### config.mk
export PLATFORM = sky130hd
export DESIGN_NAME = flow_queue
export DESIGN_NICKNAME = d
export VERILOG_FILES = /design/src/rtl/queue_pkg.sv /design/src/rtl/queue_wrap_ptr.sv /design/src/rtl/flow_queue.sv
export SDC_FILE = /design/constraint.sdc
export NUM_CORES = 1
export LEC_CHECK = 0
export ABC_AREA = 0
export CAP_MARGIN = 20
export CORE_ASPECT_RATIO = 1.5
export CORE_MARGIN = 5
export CORE_UTILIZATION = 50
export CTS_BUF_LIST = sky130_fd_sc_hd__clkbuf_8 sky130_fd_sc_hd__clkbuf_16
export DETAILED_ROUTE_END_ITERATION = 8
export PLACE_DENSITY = 0.71
export SLEW_MARGIN = 10
export SYNTH_ARGS = -nofsm -noshare
export SYNTH_HDL_FRONTEND = slang
export SYNTH_SLANG_ARGS = --single-unit
### constraint.sdc
create_clock -name clk -period 4.7 [get_ports clk]
set_clock_uncertainty 0.05 [all_clocks]
set_input_delay 0.47 -clock clk [delete_from_list [all_inputs] [get_ports clk]]
set_output_delay 0.47 -clock clk [all_outputs]
set_load 0.01 [all_outputs]
### src/rtl/queue_pkg.sv
// Shared sizing helpers and mode enum for the valid/ready queue family.
package queue_pkg;

    typedef enum logic [1:0] {
        Q_NORMAL = 2'd0,
        Q_PIPE   = 2'd1,
        Q_BYPASS = 2'd2
    } queue_mode_e;

    function automatic int ptr_width(input int depth);
        return (depth > 1) ? $clog2(depth) : 1;
    endfunction

    function automatic int cnt_width(input int depth);
        return $clog2(depth + 1);
    endfunction

endpackage

### src/rtl/queue_wrap_ptr.sv
// Circular pointer register with explicit wrap at DEPTH-1, so any depth works.
module queue_wrap_ptr
    import queue_pkg::*;
#(
    parameter int DEPTH = 16
) (
    input  logic                        clk,
    input  logic                        reset,
    input  logic                        clr,
    input  logic                        inc,
    output logic [ptr_width(DEPTH)-1:0] ptr
);

    localparam int PW = ptr_width(DEPTH);

    logic [PW-1:0] ptr_q;
    logic [PW-1:0] ptr_d;

    always_comb begin
        ptr_d = ptr_q;
        if (clr) begin
            ptr_d = '0;
        end else if (inc) begin
            ptr_d = (ptr_q == PW'(DEPTH - 1)) ? '0 : ptr_q + PW'(1);
        end
    end

    always_ff @(posedge clk or posedge reset) begin
        if (reset) begin
            ptr_q <= '0;
        end else begin
            ptr_q <= ptr_d;
        end
    end

    assign ptr = ptr_q;

endmodule

### src/rtl/flow_queue.sv
// Parametrised valid/ready FIFO with optional pipe and bypass modes,
// synchronous flush, occupancy count and registered almost-full flag.
module flow_queue
    import queue_pkg::*;
#(
    parameter int WIDTH        = 8,
    parameter int DEPTH        = 16,
    parameter int PIPE         = 0,
    parameter int BYPASS       = 0,
    parameter int AFULL_THRESH = DEPTH - 2
) (
    input  logic                        clk,
    input  logic                        reset,
    input  logic                        clear,
    input  logic [WIDTH-1:0]            recv_msg,
    input  logic                        recv_val,
    output logic                        recv_rdy,
    output logic [WIDTH-1:0]            send_msg,
    output logic                        send_val,
    input  logic                        send_rdy,
    output logic [cnt_width(DEPTH)-1:0] count,
    output logic                        almost_full
);

    localparam int PW = ptr_width(DEPTH);
    localparam int CW = cnt_width(DEPTH);
    localparam bit PIPE_EN   = (PIPE != 0);
    localparam bit BYPASS_EN = (BYPASS != 0);

    logic [WIDTH-1:0] mem [DEPTH];
    logic [PW-1:0]    head;
    logic [PW-1:0]    tail;
    logic [CW-1:0]    count_q;
    logic [CW-1:0]    count_d;
    logic             almost_full_q;
    logic             almost_full_d;
    logic             empty;
    logic             full;
    logic             enq;
    logic             deq;
    logic             bypass_xfer;
    logic             wr_en;
    logic             head_inc;

    assign empty    = (count_q == '0);
    assign full     = (count_q == CW'(DEPTH));
    assign recv_rdy = !clear && (!full || (PIPE_EN && send_rdy));
    assign send_val = !clear && (!empty || (BYPASS_EN && recv_val));
    assign send_msg = (BYPASS_EN && empty) ? recv_msg : mem[head];

    assign enq = recv_val && recv_rdy;
    assign deq = send_val && send_rdy;

    // A bypassed message never touches storage or the pointers.
    assign bypass_xfer = BYPASS_EN && empty && enq && deq;
    assign wr_en       = enq && !bypass_xfer;
    assign head_inc    = deq && !bypass_xfer;

    always_comb begin
        count_d = count_q;
        if (clear) begin
            count_d = '0;
        end else if (wr_en && !head_inc) begin
            count_d = count_q + CW'(1);
        end else if (head_inc && !wr_en) begin
            count_d = count_q - CW'(1);
        end
        almost_full_d = (int'(count_d) >= AFULL_THRESH);
    end

    always_ff @(posedge clk or posedge reset) begin
        if (reset) begin
            count_q       <= '0;
            almost_full_q <= 1'b0;
        end else begin
            count_q       <= count_d;
            almost_full_q <= almost_full_d;
        end
    end

    always_ff @(posedge clk) begin
        if (wr_en) begin
            mem[tail] <= recv_msg;
        end
    end

    queue_wrap_ptr #(.DEPTH(DEPTH)) u_head_ptr (
        .clk   (clk),
        .reset (reset),
        .clr   (clear),
        .inc   (head_inc),
        .ptr   (head)
    );

    queue_wrap_ptr #(.DEPTH(DEPTH)) u_tail_ptr (
        .clk   (clk),
        .reset (reset),
        .clr   (clear),
        .inc   (wr_en),
        .ptr   (tail)
    );

    assign count       = count_q;
    assign almost_full = almost_full_q;

endmodule

==> qor.txt <==
Area Growth Syn to Fin - 18.2%
Setup-failing EPs final - 0
Synth top area cells - edfxtp_1, mux4_2, dfrtp_1
Status - completed
Slew Viols, Final - 0
Clock sinks - 142
Num ports - 29
Reg2reg start - count[0]
Final min period - 3.51 ns
Die Ht - 144 µm
Hold WC Path Type - in2async
Synthesized area - 5940 µm²
Crit share post-route - 0.748
Clock power share - 0.417
First drt pass iteration count - 4
Vias in the first global route - 3428
Critical path type - reg2out
RR Endpoint - mem[8][7]
Commonest non-fill, non-tap cell in the layout - edfxtp_1
Total wire length - 12.3 mm
Primary FF master, synth - edfxtp_1
R2R setup slack - 1.82 ns
Slew HR - 0.335
Inserted Clock Buffers - 17
Post-CTS sizing - 0
Switch Pwr - 818 µW
WP data required - 4.18 ns
Nets - 415
Core ar. - 11600 µm²
Routed length per instance - 22.0 µm
CTS tree - done
PwrDens - 491 nW/µm²
H-tree depth - 4
Sequential area share after synthesis - 0.706
Die W - 99.0 µm
Detail Route met3 WL - 766 µm
Total global routing overflow - 0
CTS Buffer Depth - 2
Cells after synthesis - 364
Dpl cell area - 6370 µm²
Critical Path Fanout Max - 22
Most frequent cells in the layout - edfxtp_1, clkdlybuf4s50_1, mux2i_1, nand2_1, clkbuf_16
Critical Path Start Type - register
Share of layout cells above drive strength 1 - 0.154
GPL Wtd Cong - 0.818
DRT met1 WL - 4.44 mm
Port Buffers - 28
Total power - 3450 µW
Synth area leader - edfxtp_1
Initial antenna violation count - 0
Die ar. - 14200 µm²
Worst-Skew Late Latency - 0.40 ns
HPWL Detailed - 8.17 mm
Worst setup path startpoint - u_head_ptr.ptr[1]
Final Cell Area - 7020 µm²
Remaining antenna violation count - 0
Setup TNS - 0 ns
Initial DRC count - 220
First-pass GRT wire length - 19.2 mm
Synth top area share - 0.647
DR top layer - met4
RSZ-0062 raised after global routing - no
Worst path arrival time - 2.99 ns
Hold Buf Count CTS - 0
Synth warn - 0
Seq cells post-synth - 142
R2R cell count - 7
Metal2 WL - 6.75 mm
Lkg Pwr - 0.00233 µW
Starting Density - 0.513
Mapped Nets - 384
Switching fraction of total power - 0.237
Drt drc - 0
Total of max-cap violations - 0
Int Pwr - 2630 µW
Combinational power share - 0.157
Worst-margin pin slew - 0.994 ns
Final hold vios - 0
Filler cell count - 837
GRT Total Usage - 0.186
Fmax - 285 MHz
Synthesized area per cell - 16.3 µm²
Post-synth EDFFs - 128
Vias - 3256
Setup crit end kind - output pin
Synth unique cells - 41
Async SR Flop Fraction - 0.0986
Row cnt - 48
Peak VDD IR - 0.303 mV
Via density - 5.84
N_diodes - 0
Share of power burned in registers - 0.426
Largest net degree at the start of global routing - 33
Reg clk slew, reported paths - 0.06 ns
CTS root buf - clkbuf_16
Postcts setup bufs - 0
state kept, by name, summed over array words and instances, names as in the netlist:
register and cells:
almost_full 1, count 5, u_tail_ptr.ptr 4, mem 128
u_head_ptr.ptr 4
per-layer routing:
layer  track usage  vias up
li1              -     1488
met1         0.214     1619
met2         0.328      126
met3        0.0418       23
met4        0.0871        0
met5             0        -
synth_stat cells, types with 3 or more instances:
cell type / n
and2_1: 12
clkbuf_1: 12
mux2_2: 3
buf_2: 6
nor3_1: 6
inv_1: 11
mux4_2: 16
o21ai_0: 15
a22oi_1: 8
nor2_1: 14
mux2i_1: 25
nand2_1: 22
mux2_1: 5
edfxtp_1: 128
ha_1: 7
a221oi_1: 8
nor4_1: 5
a21oi_1: 15
dfrtp_1: 14
xor2_1: 3
critical path: stages, from the launching register on:
cell and delay (ns):
dfrtp_1 0.99, and2_1 0.56, a221oi_1 0.20, a22oi_1 0.23, nand2_1 0.11, clkdlybuf4s50_1 0.49
metrics by stage:
stage | setup slack [ns] | hold WS (ns) | utilization | cells
finish | 1.19 | 0.357 | 0.606 | 558
detailed placement | 1.64 | 0.549 | 0.549 | 526
global route | 0.992 | 0.397 | 0.606 | 558
CTS | 1.18 | 0.367 | 0.605 | 558
floorplan | 2.17 | 0.309 | - | 364
global placement | 1.65 | 0.529 | 0.549 | 526
how the worst max path moves through the flow:
stage / end / cells after the start
after global routing: send_msg[3] / 6
final: send_msg[0] / 5
after CTS: send_msg[2] / 5
after detailed placement: send_msg[2] / 5
after floorplan: mem[15][0] / 6
after global placement: send_msg[2] / 5
cell families after synthesis:
kind of cell,count (synthesis),share of synthesized area
buf+inv,32,0.0240
compound gates,58,0.0657
flops,142,0.706
simple gates,70,0.0598
xor+xnor,6,0.0120
fa+ha+maj,7,0.0147
mux,49,0.118
area by class of cell:
cell class / count / area [µm²] / area share
flip-flops and latches: 142 / 4200 / 0.598
repair buffers: 33 / 330 / 0.0471
clock buffers: 17 / 425 / 0.0606
multi-input cells: 190 / 1620 / 0.231
clock inverters: 15 / 220 / 0.0314
well taps: 150 / 188 / 0.0267
inverters: 11 / 41.3 / 0.00588
power by group through the flow:
stage | Sequential (µW) | Combinational, µW | Clock, µW
after global routing | 1480 | 586 | 1510
final | 1470 | 543 | 1440
after floorplan | 1450 | 409 | 0
after global placement | 1490 | 538 | 0
after detailed placement | 1490 | 546 | 0
after CTS | 1470 | 550 | 1460
(Power assumes the default switching activity.)
